==> config.mk <==
export PLATFORM = sky130hd
export DESIGN_NAME = mealy_trace_decoder
export DESIGN_NICKNAME = d
export VERILOG_FILES = /design/src/rtl/mealy_trace_decoder.sv
export SDC_FILE = /design/constraint.sdc
export NUM_CORES = 1
export LEC_CHECK = 0
export ABC_AREA = 1
export CAP_MARGIN = 20
export CORE_MARGIN = 1
export CORE_UTILIZATION = 30
export DETAILED_ROUTE_END_ITERATION = 6
export HOLD_SLACK_MARGIN = 0.06
export SYNTH_ARGS = -nofsm -noshare
export SYNTH_HDL_FRONTEND = slang
export SYNTH_SLANG_ARGS = --single-unit
==> constraint.sdc <==
create_clock -name clk -period 1.7 [get_ports clk]
set_input_delay 0.17 -clock clk [delete_from_list [all_inputs] [get_ports clk]]
set_output_delay 0.17 -clock clk [all_outputs]
set_load 0.02 [all_outputs]
==> src/rtl/mealy_trace_decoder.sv <==
// mealy_trace_decoder
// Monitor-side inverse of the 6-state Mealy sequencer. It watches the sampled
// state stream, recovers the serial input bit that caused each transition,
// packs the recovered bits into bytes and flags illegal samples. If a sample
// cannot be explained, the decoder drops to HUNT and re-locks on the next
// legal state value.
module mealy_trace_decoder #(
    parameter bit MSB_FIRST = 1'b1,
    parameter int ERR_CNT_W = 8
) (
    input  logic                 clk,
    input  logic                 reset,
    input  logic [3:0]           state_in,
    input  logic                 state_valid,
    output logic                 bit_out,
    output logic                 bit_valid,
    output logic [7:0]           byte_out,
    output logic                 byte_valid,
    output logic                 err,
    output logic [ERR_CNT_W-1:0] err_count,
    output logic                 synced
);

    typedef enum logic [0:0] {
        ST_TRACK = 1'b0,
        ST_HUNT  = 1'b1
    } dec_state_e;

    localparam logic [ERR_CNT_W-1:0] ERR_MAX = {ERR_CNT_W{1'b1}};
    localparam logic [ERR_CNT_W-1:0] ERR_ONE = {{(ERR_CNT_W-1){1'b0}}, 1'b1};

    // Sequencer successor of s when the serial input is 0.
    function automatic logic [2:0] next0(input logic [2:0] s);
        case (s)
            3'd0:    next0 = 3'd1;
            3'd1:    next0 = 3'd2;
            3'd2:    next0 = 3'd3;
            3'd3:    next0 = 3'd4;
            3'd4:    next0 = 3'd5;
            3'd5:    next0 = 3'd0;
            default: next0 = 3'd0;
        endcase
    endfunction

    // Sequencer successor of s when the serial input is 1.
    function automatic logic [2:0] next1(input logic [2:0] s);
        case (s)
            3'd0:    next1 = 3'd3;
            3'd1:    next1 = 3'd5;
            3'd2:    next1 = 3'd0;
            3'd3:    next1 = 3'd1;
            3'd4:    next1 = 3'd2;
            3'd5:    next1 = 3'd4;
            default: next1 = 3'd0;
        endcase
    endfunction

    dec_state_e             state_q,      state_d;
    logic [2:0]             prev_q,       prev_d;
    logic [7:0]             shift_q,      shift_d;
    logic [2:0]             cnt_q,        cnt_d;
    logic                   bit_out_q,    bit_out_d;
    logic                   bit_valid_q,  bit_valid_d;
    logic [7:0]             byte_out_q,   byte_out_d;
    logic                   byte_valid_q, byte_valid_d;
    logic                   err_q,        err_d;
    logic [ERR_CNT_W-1:0]   err_count_q,  err_count_d;
    logic                   synced_q,     synced_d;

    logic                   legal_s;
    logic                   emit_s;
    logic                   rec_bit_s;
    logic [7:0]             shift_next_s;

    // Sample is a legal sequencer state code (0..5).
    always_comb begin
        legal_s = (state_in <= 4'd5);
    end

    // Shift register contents after appending the recovered bit.
    always_comb begin
        shift_next_s = 8'h00;
        if (MSB_FIRST) begin
            shift_next_s = {shift_q[6:0], rec_bit_s};
        end else begin
            shift_next_s = {rec_bit_s, shift_q[7:1]};
        end
    end

    // Next-state and output decode: classify the sample, recover the bit,
    // pack bytes and raise errors.
    always_comb begin
        state_d      = state_q;
        prev_d       = prev_q;
        shift_d      = shift_q;
        cnt_d        = cnt_q;
        bit_out_d    = bit_out_q;
        bit_valid_d  = 1'b0;
        byte_out_d   = byte_out_q;
        byte_valid_d = 1'b0;
        err_d        = 1'b0;
        err_count_d  = err_count_q;
        emit_s       = 1'b0;
        rec_bit_s    = 1'b0;

        if (state_valid) begin
            case (state_q)
                ST_TRACK: begin
                    if (!legal_s) begin
                        err_d   = 1'b1;
                        state_d = ST_HUNT;
                        cnt_d   = 3'd0;
                        shift_d = 8'h00;
                    end else if (state_in[2:0] == next0(prev_q)) begin
                        emit_s    = 1'b1;
                        rec_bit_s = 1'b0;
                    end else if (state_in[2:0] == next1(prev_q)) begin
                        emit_s    = 1'b1;
                        rec_bit_s = 1'b1;
                    end else begin
                        // Unreachable successor (includes a repeated state):
                        // the partial byte cannot be trusted any more.
                        err_d   = 1'b1;
                        state_d = ST_HUNT;
                        cnt_d   = 3'd0;
                        shift_d = 8'h00;
                    end
                end
                ST_HUNT: begin
                    if (legal_s) begin
                        prev_d  = state_in[2:0];
                        state_d = ST_TRACK;
                    end else begin
                        err_d   = 1'b1;
                        state_d = ST_HUNT;
                    end
                end
                default: begin
                    state_d = ST_HUNT;
                    cnt_d   = 3'd0;
                    shift_d = 8'h00;
                end
            endcase
        end else begin
            state_d = state_q;
        end

        if (emit_s) begin
            prev_d      = state_in[2:0];
            bit_out_d   = rec_bit_s;
            bit_valid_d = 1'b1;
            shift_d     = shift_next_s;
            if (cnt_q == 3'd7) begin
                byte_out_d   = shift_next_s;
                byte_valid_d = 1'b1;
                cnt_d        = 3'd0;
            end else begin
                cnt_d = cnt_q + 3'd1;
            end
        end else begin
            bit_out_d = bit_out_q;
        end

        if (err_d && (err_count_q != ERR_MAX)) begin
            err_count_d = err_count_q + ERR_ONE;
        end else begin
            err_count_d = err_count_q;
        end
    end

    // synced tracks the state the FSM is about to enter so it is registered.
    always_comb begin
        synced_d = (state_d == ST_TRACK);
    end

    // State and output registers; reset assumes the sequencer sits in state 0.
    always_ff @(posedge clk or negedge reset) begin
        if (!reset) begin
            state_q      <= ST_TRACK;
            prev_q       <= 3'd0;
            shift_q      <= 8'h00;
            cnt_q        <= 3'd0;
            bit_out_q    <= 1'b0;
            bit_valid_q  <= 1'b0;
            byte_out_q   <= 8'h00;
            byte_valid_q <= 1'b0;
            err_q        <= 1'b0;
            err_count_q  <= {ERR_CNT_W{1'b0}};
            synced_q     <= 1'b1;
        end else begin
            state_q      <= state_d;
            prev_q       <= prev_d;
            shift_q      <= shift_d;
            cnt_q        <= cnt_d;
            bit_out_q    <= bit_out_d;
            bit_valid_q  <= bit_valid_d;
            byte_out_q   <= byte_out_d;
            byte_valid_q <= byte_valid_d;
            err_q        <= err_d;
            err_count_q  <= err_count_d;
            synced_q     <= synced_d;
        end
    end

    assign bit_out    = bit_out_q;
    assign bit_valid  = bit_valid_q;
    assign byte_out   = byte_out_q;
    assign byte_valid = byte_valid_q;
    assign err        = err_q;
    assign err_count  = err_count_q;
    assign synced     = synced_q;

endmodule

==> flow_summary.ini, run 1 <==
[sta]
maxClockFrequency_mhz = 618
fin_hold_ws_ns = 0.300
fin_worst_skew_ns = 0.00816
final-max-slew-violation-count = 0
worstMarginPinSlew_ns = 0.446
timing.final.hold_violations = 0
setup_viols_final = 0
period_minus_slack_ns = 1.62
rsz0062_at_grt = true
period_share = 0.951
max_slew_margin = 0.703
fin_setup_tns_ns = 0

[critical_path]
rrSetupSlack_ns = 0.08
reg2regPathDepth = 9
critical_path.startpoint_type = flop
r2r-end = err_count[5]
timing.critical_path.required_ns = 1.88
path_max_fanout = 8
critical_path_class = flop to flop
worst_r2r_startpoint = prev_q[1]
critical_path.startpoint = prev_q[1]
cp_data_arrival_time_ns = 1.80
endpoint_kind = flop

[routing]
routed_wl_mm = 3.26
drt-vias-per-instance = 4.52
drt-wirelength-per-cell_um = 10.9
firstDrtPassIters = 4
drt.antenna.violating_nets = 0
post-route-drc-count = 0
drtIter0Drc = 60
total_via_count_in_the_routed_design = 1357

[die]
core_region_area_sq_um = 5240
initial_core_util = 0.321
design.portCount = 28
die_h_um = 76.8
die_x_um = 76.8
die-area_sq_um = 5900
placement_rows = 26

[final_layout]
drive_above_1_share = 0.235
layout.nets = 239
layout.core_utilization = 0.430
areaGrowthSynthToFinish_pct = 34.2
most-common-layout-cells = nand2_1, dfrtp_1, clkdlybuf4s50_1, inv_1, buf_4
final_common_cell = nand2_1
total_inserted_antenna_cells = 0

[placed_design]
buffer_ports.inserted = 27
globalplace.congestion = 0.907
place_hpwl_mm = 2.34

[logic_synthesis]
synthXorXnorAreaFrac = 0.0410
synth.mux.area_fraction = 0
async_reset_ff_frac = 1.00
synth_compound_area_frac = 0.0939
postSynthCellCount = 185
yosys.area.top_type = dfrtp_1
synth_fa_ha_area_frac = 0.0224
synth_top_cells_by_area = dfrtp_1, nand2_1, o21ai_2
synth_sequential_area_ratio = 0.522
synthSimpleGateAreaFrac = 0.257
yosys_most_used_dff = dfrtp_1
number_of_synthesized_flops_with_an_enable_pin = 0
ys_types = 26
yosysWarningCount = 0
yosys_register_bits = 35
dominant_combinational_cell_family_by_area_after_synthesis = simple AND/OR/NAND/NOR gates
syn_avg_cell_area_sq_um = 9.08
synthesized_cell_area_sq_um = 1680
synth.net_count = 195
yosys.area.top_type_share = 0.507

[clock_tree]
clock_tree.root_cell = clkbuf_8
worst_skew_pair.late_latency_ns = 0.29
clock_tree.htree_level_count = 2
cts_tree = done
worst_setup_hold_path_clk_slew_ns = 0.07
tritoncts.num_buffers = 5
cts_sinks = 35
cts_max_path_buffers = 2
hold_buffers = 0

[power_and_ir_drop]
power-per-cell-area_nw_per_um2 = 1080
total_leakage_power_nw = 1.10
vdd_drop_max_mv = 0.581

[global_routing]
total_routing_usage_reported_by_global_routing = 0.125
number_of_global_route_vias_before_repair = 1303
grt_first_pass_wirelength_mm = 5.82
globalRouteOverflowTotal = 0
maximum_number_of_pins_on_one_net_before_global_route_repair = 36
initial_antenna_violation_count = 0

[run_status]
run_status = completed

[job]
drv_cap = 0

[worst_hold_path]
hold_path_class = primary input to asynchronous set/reset pin
cell type report:
class                           count  area [sq um]
Sequential cell                    35           880
Clock inverter                      3          43.8
Inverter                           21          83.8
Clock buffer                        5          68.8
Tap cell                           70          87.6
Timing Repair Buffer               40           368
Multi-Input combinational cell    126           722
Fill cell                         522          2980
synthesized netlist by cell type, types with 2 or more instances:
| library cell | count |
|---|---|
| a21oi_1 | 2 |
| dfrtp_1 | 34 |
| ha_1 | 3 |
| inv_1 | 15 |
| inv_2 | 5 |
| nand2_1 | 51 |
| nand2_2 | 6 |
| nand2_4 | 2 |
| nand3_1 | 11 |
| nand4_1 | 11 |
| nor2_1 | 7 |
| nor2_2 | 2 |
| o21ai_0 | 5 |
| o21ai_1 | 3 |
| o21ai_2 | 8 |
| o22ai_1 | 6 |
| xnor2_1 | 3 |
| xor2_1 | 3 |
worst max-delay path by stage:
stage | endpoint | slack, ns
6_report | err_count[5] | 0.08
5_1_grt | err_count[0] | -0.02
4_1_cts | err_count[7] | 0.001
3_5_place_dp | err_count[5] | -0.22
3_3_place_gp | err_count[5] | -0.20
2_1_floorplan | err_count[2] | 0.1
worst max-delay path, cell delays in order, from the launching register on:
cell and delay [ns]:
dfrtp_2 0.46, inv_2 0.07, o21ai_2 0.15, xor2_2 0.22, nand2_2 0.08, nand3_1 0.10, nand2_2 0.11, buf_4 0.20
nand4_1 0.07, nand2_1 0.06
per-layer routing:
layer	track usage	routed length [um]	share of wire	up-vias
met5	0	0	0	-
met4	0.0635	82	0.025	0
met3	0.0369	152	0.047	11
met2	0.190	1390	0.43	36
met1	0.161	1640	0.50	619
li1	-	-	-	691
what timing repair did:
item,in CTS,in global routing
endpoints found under the setup margin,8,23
setup buffers,0,0
resized for setup,3,5
gates cloned,0,0
flip-flops by register name (all words and copies together), names as in the netlist, 3 cells and up:
signal     cells
cnt_q          3
prev_q         3
err_count      8
shift_q        7
byte_out       8
cell families after synthesis:
family | count (synthesis)
AO/OA/AOI/OAI | 24
XOR/XNOR | 7
adder cells (fa/ha/maj) | 3
buffers and inverters | 24
flip-flops | 35
AND/OR/NAND/NOR | 92
power breakdown:
part | switching (mW) | internal, mW | total [mW]
combinational | 0.353 | 0.283 | 0.636
clock | 0.310 | 0.436 | 0.747
sequential | 0.118 | 0.930 | 1.05
stage by stage:
| stage | power (mW) | std cells | instance area (sq um) | setup slack [ns] |
|---|---|---|---|---|
| final | 2.43 | 300 | 2250 | 0.0825 |
| after detailed placement | 1.67 | 292 | 2110 | -0.224 |
| after global placement | 1.67 | 292 | 2110 | -0.203 |
| after floorplan | 1.42 | 185 | 1680 | 0.0953 |
| after CTS | 2.44 | 300 | 2240 | 0.00105 |
| after global routing | 2.58 | 300 | 2250 | -0.0190 |
Note: power is estimated with default switching activity, not from simulation.
==> run 2, diff against run 1 <==
- CTS_CLUSTER_DIAMETER: default -> 80
- clock period: 1.7 -> 1.6 ns (I/O delays scaled with it)
==> run 2 against run 1 <==
  * The flow now finishes with violations (negative setup slack)
  * Global-route usage increased by 0.17 points
  * Final cell count up 4.0%
  * Hold slack worse by 0.049 ns
  * Sequential power grew 5%
  * Combinational power up 26%
  * Die area unchanged
  * Design area up 6.9%
  * Register-to-register slack got worse by 0.12 ns
  * First-iteration DRC count grew 45%
  * Clock-buffer cell count up 1
  * Critical path type unchanged
  * Critical endpoint is now byte_out[3]
  * Largest power group unchanged
  * Highest routed layer unchanged
==> flow_summary.ini, run 2 (synthesized netlist as in run 1, its figures left out) <==
[final_layout]
multiInputGateArea_sq_um = 783
stdcell_count = 312
drive_above_1_share = 0.302
final_non_filler_cell_area_sq_um = 2410
fill_cells = 499
layout.nets = 251
seq_area_sq_um = 880
final_common_cell = nand2_1
areaGrowthSynthToFinish_pct = 43.4
total_inserted_antenna_cells = 0
most-common-layout-cells = nand2_1, dfrtp_1, clkdlybuf4s50_1, buf_4, inv_1

[critical_path]
critical_path.startpoint_type = flop
cp_data_arrival_time_ns = 1.82
critical_path_class = flop to flop
timing.critical_path.required_ns = 1.78
path_max_fanout = 8
endpoint_kind = flop

[routing]
firstDrtPassIters = 4
total_via_count_in_the_routed_design = 1391
post-route-drc-count = 0
routed_wl_mm = 3.44
drt-wirelength-per-cell_um = 11.0
drt-vias-per-instance = 4.46
drt.antenna.violating_nets = 0
drtIter0Drc = 87

[placed_design]
buffer_ports.inserted = 27
dpl_cell_area_sq_um = 2190
placed_cells = 300
place_hpwl_mm = 2.44
globalplace.congestion = 0.892

[sta]
worstMarginPinSlew_ns = 0.414
fin_setup_tns_ns = -0.228
timing.final.hold_violations = 0
period_share = 1.02
final-max-slew-violation-count = 0
max_slew_margin = 0.724
fin_worst_skew_ns = 0.0118
setup_viols_final = 10
final_setup_slack_of_the_worst_path_ns = -0.0342
maxClockFrequency_mhz = 612
rsz0062_at_grt = true
period_minus_slack_ns = 1.63

[power_and_ir_drop]
power_report.internal_total_mw = 1.72
vdd_drop_max_mv = 0.452
total_leakage_power_nw = 1.16
pwr-share-comb = 0.309
power_frac_seq = 0.427
net-switching-power_mw = 0.858
power-per-cell-area_nw_per_um2 = 1070
netSwitchingFraction = 0.332
report.power.total_mw = 2.58
power.clock.fraction = 0.264

[global_routing]
globalRouteOverflowTotal = 0
total_routing_usage_reported_by_global_routing = 0.127
number_of_global_route_vias_before_repair = 1322
grt_first_pass_wirelength_mm = 5.95
maximum_number_of_pins_on_one_net_before_global_route_repair = 36
initial_antenna_violation_count = 0

[die]
die_x_um = 76.8
initial_core_util = 0.321
design.portCount = 28
die-area_sq_um = 5900
placement_rows = 26
die_h_um = 76.8
core_region_area_sq_um = 5240

[clock_tree]
cts_sinks = 35
clock_tree.htree_level_count = 2
cts_max_path_buffers = 2
worst_skew_pair.late_latency_ns = 0.29
cts_tree = done
hold_buffers = 0
worst_setup_hold_path_clk_slew_ns = 0.08
clock_tree.root_cell = clkbuf_8
tritoncts.num_buffers = 5

[run_status]
run_status = complete, but fails checks
violations_in_the_final_reports = negative setup slack

[job]
drv_cap = 0

[worst_hold_path]
hold_path_class = primary input to asynchronous set/reset pin
## run 2: changes by cell type in the layout (fill, tap and decap cells not counted), moves of 2 or more
| cell | change |
|---|---|
| nand2_1 | -3 |
| nand2_2 | +2 |
| o21ai_0 | -2 |
| buf_4 | +8 |
| buf_6 | +2 |
| nand2_8 | +2 |
## run 2: final timing paths
check | start | to | slack (ns) | depth (start not counted)
worst min-delay path | reset | byte_out[2] | 0.25 | 2
worst max register to register | prev_q[1] | byte_out[3] | -0.03 | 11
worst max-delay path | prev_q[1] | byte_out[3] | -0.03 | 11
max in group asynchronous | reset | synced | 1.11 | 2
min in group clk | byte_out[5] | byte_out[5] | 0.48 | 2
worst min register to register | byte_out[5] | byte_out[5] | 0.48 | 2
## run 2: routing by layer
layer / vias to the layer above / part of all wire / global-route usage
li1: 716 / - / -
met1: 646 / 0.46 / 0.162
met2: 22 / 0.49 / 0.203
met3: 7 / 0.031 / 0.0298
met4: 0 / 0.018 / 0.0577
met5: - / 0 / 0
## run 2: worst max-delay path, cell delays in order (launching register included)
cell	delay, ns
dfrtp_2	0.44
inv_2	0.08
o21ai_4	0.16
xor2_2	0.20
nand2_2	0.07
buf_4	0.13
nand2_2	0.07
nand2_4	0.07
inv_8	0.09
nand2_8	0.08
nand2_1	0.09
o21ai_2	0.05
## run 2: timing repair
| item | CTS | global route |
|---|---|---|
| pin swaps | 2 | 2 |
| setup endpoints to repair | 27 | 34 |
| setup buffers | 1 | 2 |
| cloned | 0 | 1 |
| gates resized for setup | 6 | 18 |
## run 2: final cells by class
class	count	share of cell area
tap	70	0.0364
clock buffer	6	0.0343
inverter	21	0.0358
multi-input combinational	127	0.325
timing repair buffer	51	0.196
sequential	35	0.365
clock inverter	2	0.00675
## run 2: power by group through the flow
stage	Combinational (mW)	Clock [mW]	Sequential [mW]
floorplan	0.331	0	1.17
global placement	0.733	0	1.11
detailed placement	0.740	0	1.11
CTS	0.767	0.699	1.10
global route	0.898	0.741	1.12
finish	0.799	0.681	1.10
## run 2: stage by stage
step           hold slack (ns)   util  worst slack, ns
3_3_place_gp             0.469  0.418           -0.248
5_1_grt                  0.263  0.460           -0.148
2_1_floorplan           -0.136      -           0.0469
3_5_place_dp             0.471  0.418           -0.248
4_1_cts                  0.257  0.442          -0.0393
6_report                 0.251  0.460          -0.0342
==> run 3, diff against run 2 <==
- DONT_BUFFER_PORTS: default -> 1
==> run 3 against run 2 <==
  * The run now ends clean
  * Die area unchanged
  * Hold slack lost 0.17 ns
  * Clock-buffer cell count is 1 lower
  * Via count shrank 5.7%
  * Clock power increased by 39%
==> flow_summary.ini, run 3 (synthesized netlist as in run 1, its figures left out) <==
[routing]
routed_wl_mm = 3.49
drtIter0Drc = 84
drt-wirelength-per-cell_um = 12.1
post-route-drc-count = 0
total_via_count_in_the_routed_design = 1312
drt-vias-per-instance = 4.56
drt.antenna.violating_nets = 0
firstDrtPassIters = 4

[sta]
maxClockFrequency_mhz = 629
period_share = 0.994
final-max-slew-violation-count = 0
max_slew_margin = 0.723
fin_worst_skew_ns = 0.0105
period_minus_slack_ns = 1.59
worstMarginPinSlew_ns = 0.416
rsz0062_at_grt = true
timing.final.hold_violations = 0
fin_hold_ws_ns = 0.0760
setup_viols_final = 0

[final_layout]
areaGrowthSynthToFinish_pct = 33.2
final_non_filler_cell_area_sq_um = 2240
fill_cells = 508
final_common_cell = nand2_1
total_inserted_antenna_cells = 0
stdcell_count = 288
layout.nets = 227
layout.core_utilization = 0.427
most-common-layout-cells = nand2_1, dfrtp_1, buf_4, inv_1, nand4_1
drive_above_1_share = 0.335

[clock_tree]
cts_sinks = 35
clock_tree.root_cell = clkbuf_8
tritoncts.num_buffers = 5
clock_tree.htree_level_count = 2
worst_setup_hold_path_clk_slew_ns = 0.07
worst_skew_pair.late_latency_ns = 0.29
cts_tree = done
cts_max_path_buffers = 2

[critical_path]
cp_data_arrival_time_ns = 1.77
critical_path.max_stage_delay_ns = 0.48
cp_num_buf_inv = 2
timing.critical_path.required_ns = 1.78
cp_cell_sequence = inv_2 > nand3_1 > nand2_1 > nand2_1 > nor2_2 > nand2_2 > nand2_2 > nand2_4 > inv_8 > nand2_8 > nand2_2 > o21ai_2
endpoint_kind = flop
worst_path_most_repeated_cell = nand2_2
path_max_fanout = 8
critical_path_class = flop to flop
cpMaxStageDelayCell = dfrtp_2
rrSetupSlack_ns = 0.01
worst_r2r_startpoint = prev_q[0]
reg2regPathDepth = 12
critical_path.startpoint_type = flop
worst_path_top_cell_family_by_delay = simple AND/OR/NAND/NOR gates
r2r-end = byte_out[7]

[die]
design.portCount = 28
die_x_um = 76.8
initial_core_util = 0.321
placement_rows = 26
die-area_sq_um = 5900
core_region_area_sq_um = 5240
die_h_um = 76.8

[global_routing]
initial_antenna_violation_count = 0
globalRouteOverflowTotal = 0
maximum_number_of_pins_on_one_net_before_global_route_repair = 36
total_routing_usage_reported_by_global_routing = 0.124
grt_first_pass_wirelength_mm = 5.72
number_of_global_route_vias_before_repair = 1204

[placed_design]
buffer_ports.inserted = 0
dpl_cell_area_sq_um = 1880
place_hpwl_mm = 2.37
placed_cells = 270
globalplace.congestion = 0.835

[job]
drv_cap = 0

[power_and_ir_drop]
power-per-cell-area_nw_per_um2 = 1220
total_leakage_power_nw = 1.09
vdd_drop_max_mv = 0.402

[run_status]
run_status = completed

[worst_hold_path]
holdCritStartpoint = state_valid
worst_hold_path.endpoint = err
whs_path_depth = 2
hold_path_class = primary input to flop
run 3: through the flow:
step                      setup slack (ns)  power [mW]  setup TNS, ns
after floorplan                     0.0469        1.50              0
after global placement             -0.0413        1.70         -0.301
after detailed placement           -0.0848        1.71         -0.700
after CTS                          0.00939        2.70              0
after global routing                -0.127        2.89          -2.27
final                               0.0103        2.73              0
run 3: power by group:
group / leakage [nW] / total [mW] / internal (mW) / switching [mW]
combinational: 0.559 / 0.681 / 0.283 / 0.398
clock: 0.0644 / 0.946 / 0.621 / 0.325
sequential: 0.466 / 1.10 / 0.988 / 0.111
run 3: area by class of cell:
class	instances	area [sq um]	share of cell area
Clock buffer	5	68.8	0.0308
Clock inverter	3	67.6	0.0302
Inverter	21	86.3	0.0386
Multi-Input combinational cell	127	805	0.360
Sequential cell	35	880	0.393
Tap cell	70	87.6	0.0391
Timing Repair Buffer	27	243	0.109
run 3: repair_timing:
action,4_1_cts,5_1_grt
pin swaps,0,12
cloned,0,1
buffers inserted,0,3
gates resized for setup,5,26
setup endpoints to repair,18,26
endpoints found under the hold margin,47,0
hold buffers,6,0
run 3: routing by layer:
layer  wire [um]  vias up  track usage  part of all wire
li1            -      676            -                 -
met1        1590      611        0.163              0.46
met2        1700       20        0.186              0.49
met3         126        5       0.0381             0.036
met4          78        0       0.0596             0.022
met5           0        -            0                 0
run 3: worst max-delay path by stage:
| stage | from | endpoint | slack (ns) | cells past startpoint |
|---|---|---|---|---|
| global route | prev_q[0] | prev_q[0] | -0.13 | 12 |
| global placement | prev_q[0] | err_count[5] | -0.04 | 9 |
| floorplan | prev_q[0] | byte_out[2] | 0.05 | 11 |
| CTS | prev_q[0] | err_count[7] | 0.009 | 9 |
| finish | prev_q[0] | byte_out[7] | 0.01 | 12 |
| detailed placement | prev_q[0] | err_count[5] | -0.08 | 10 |
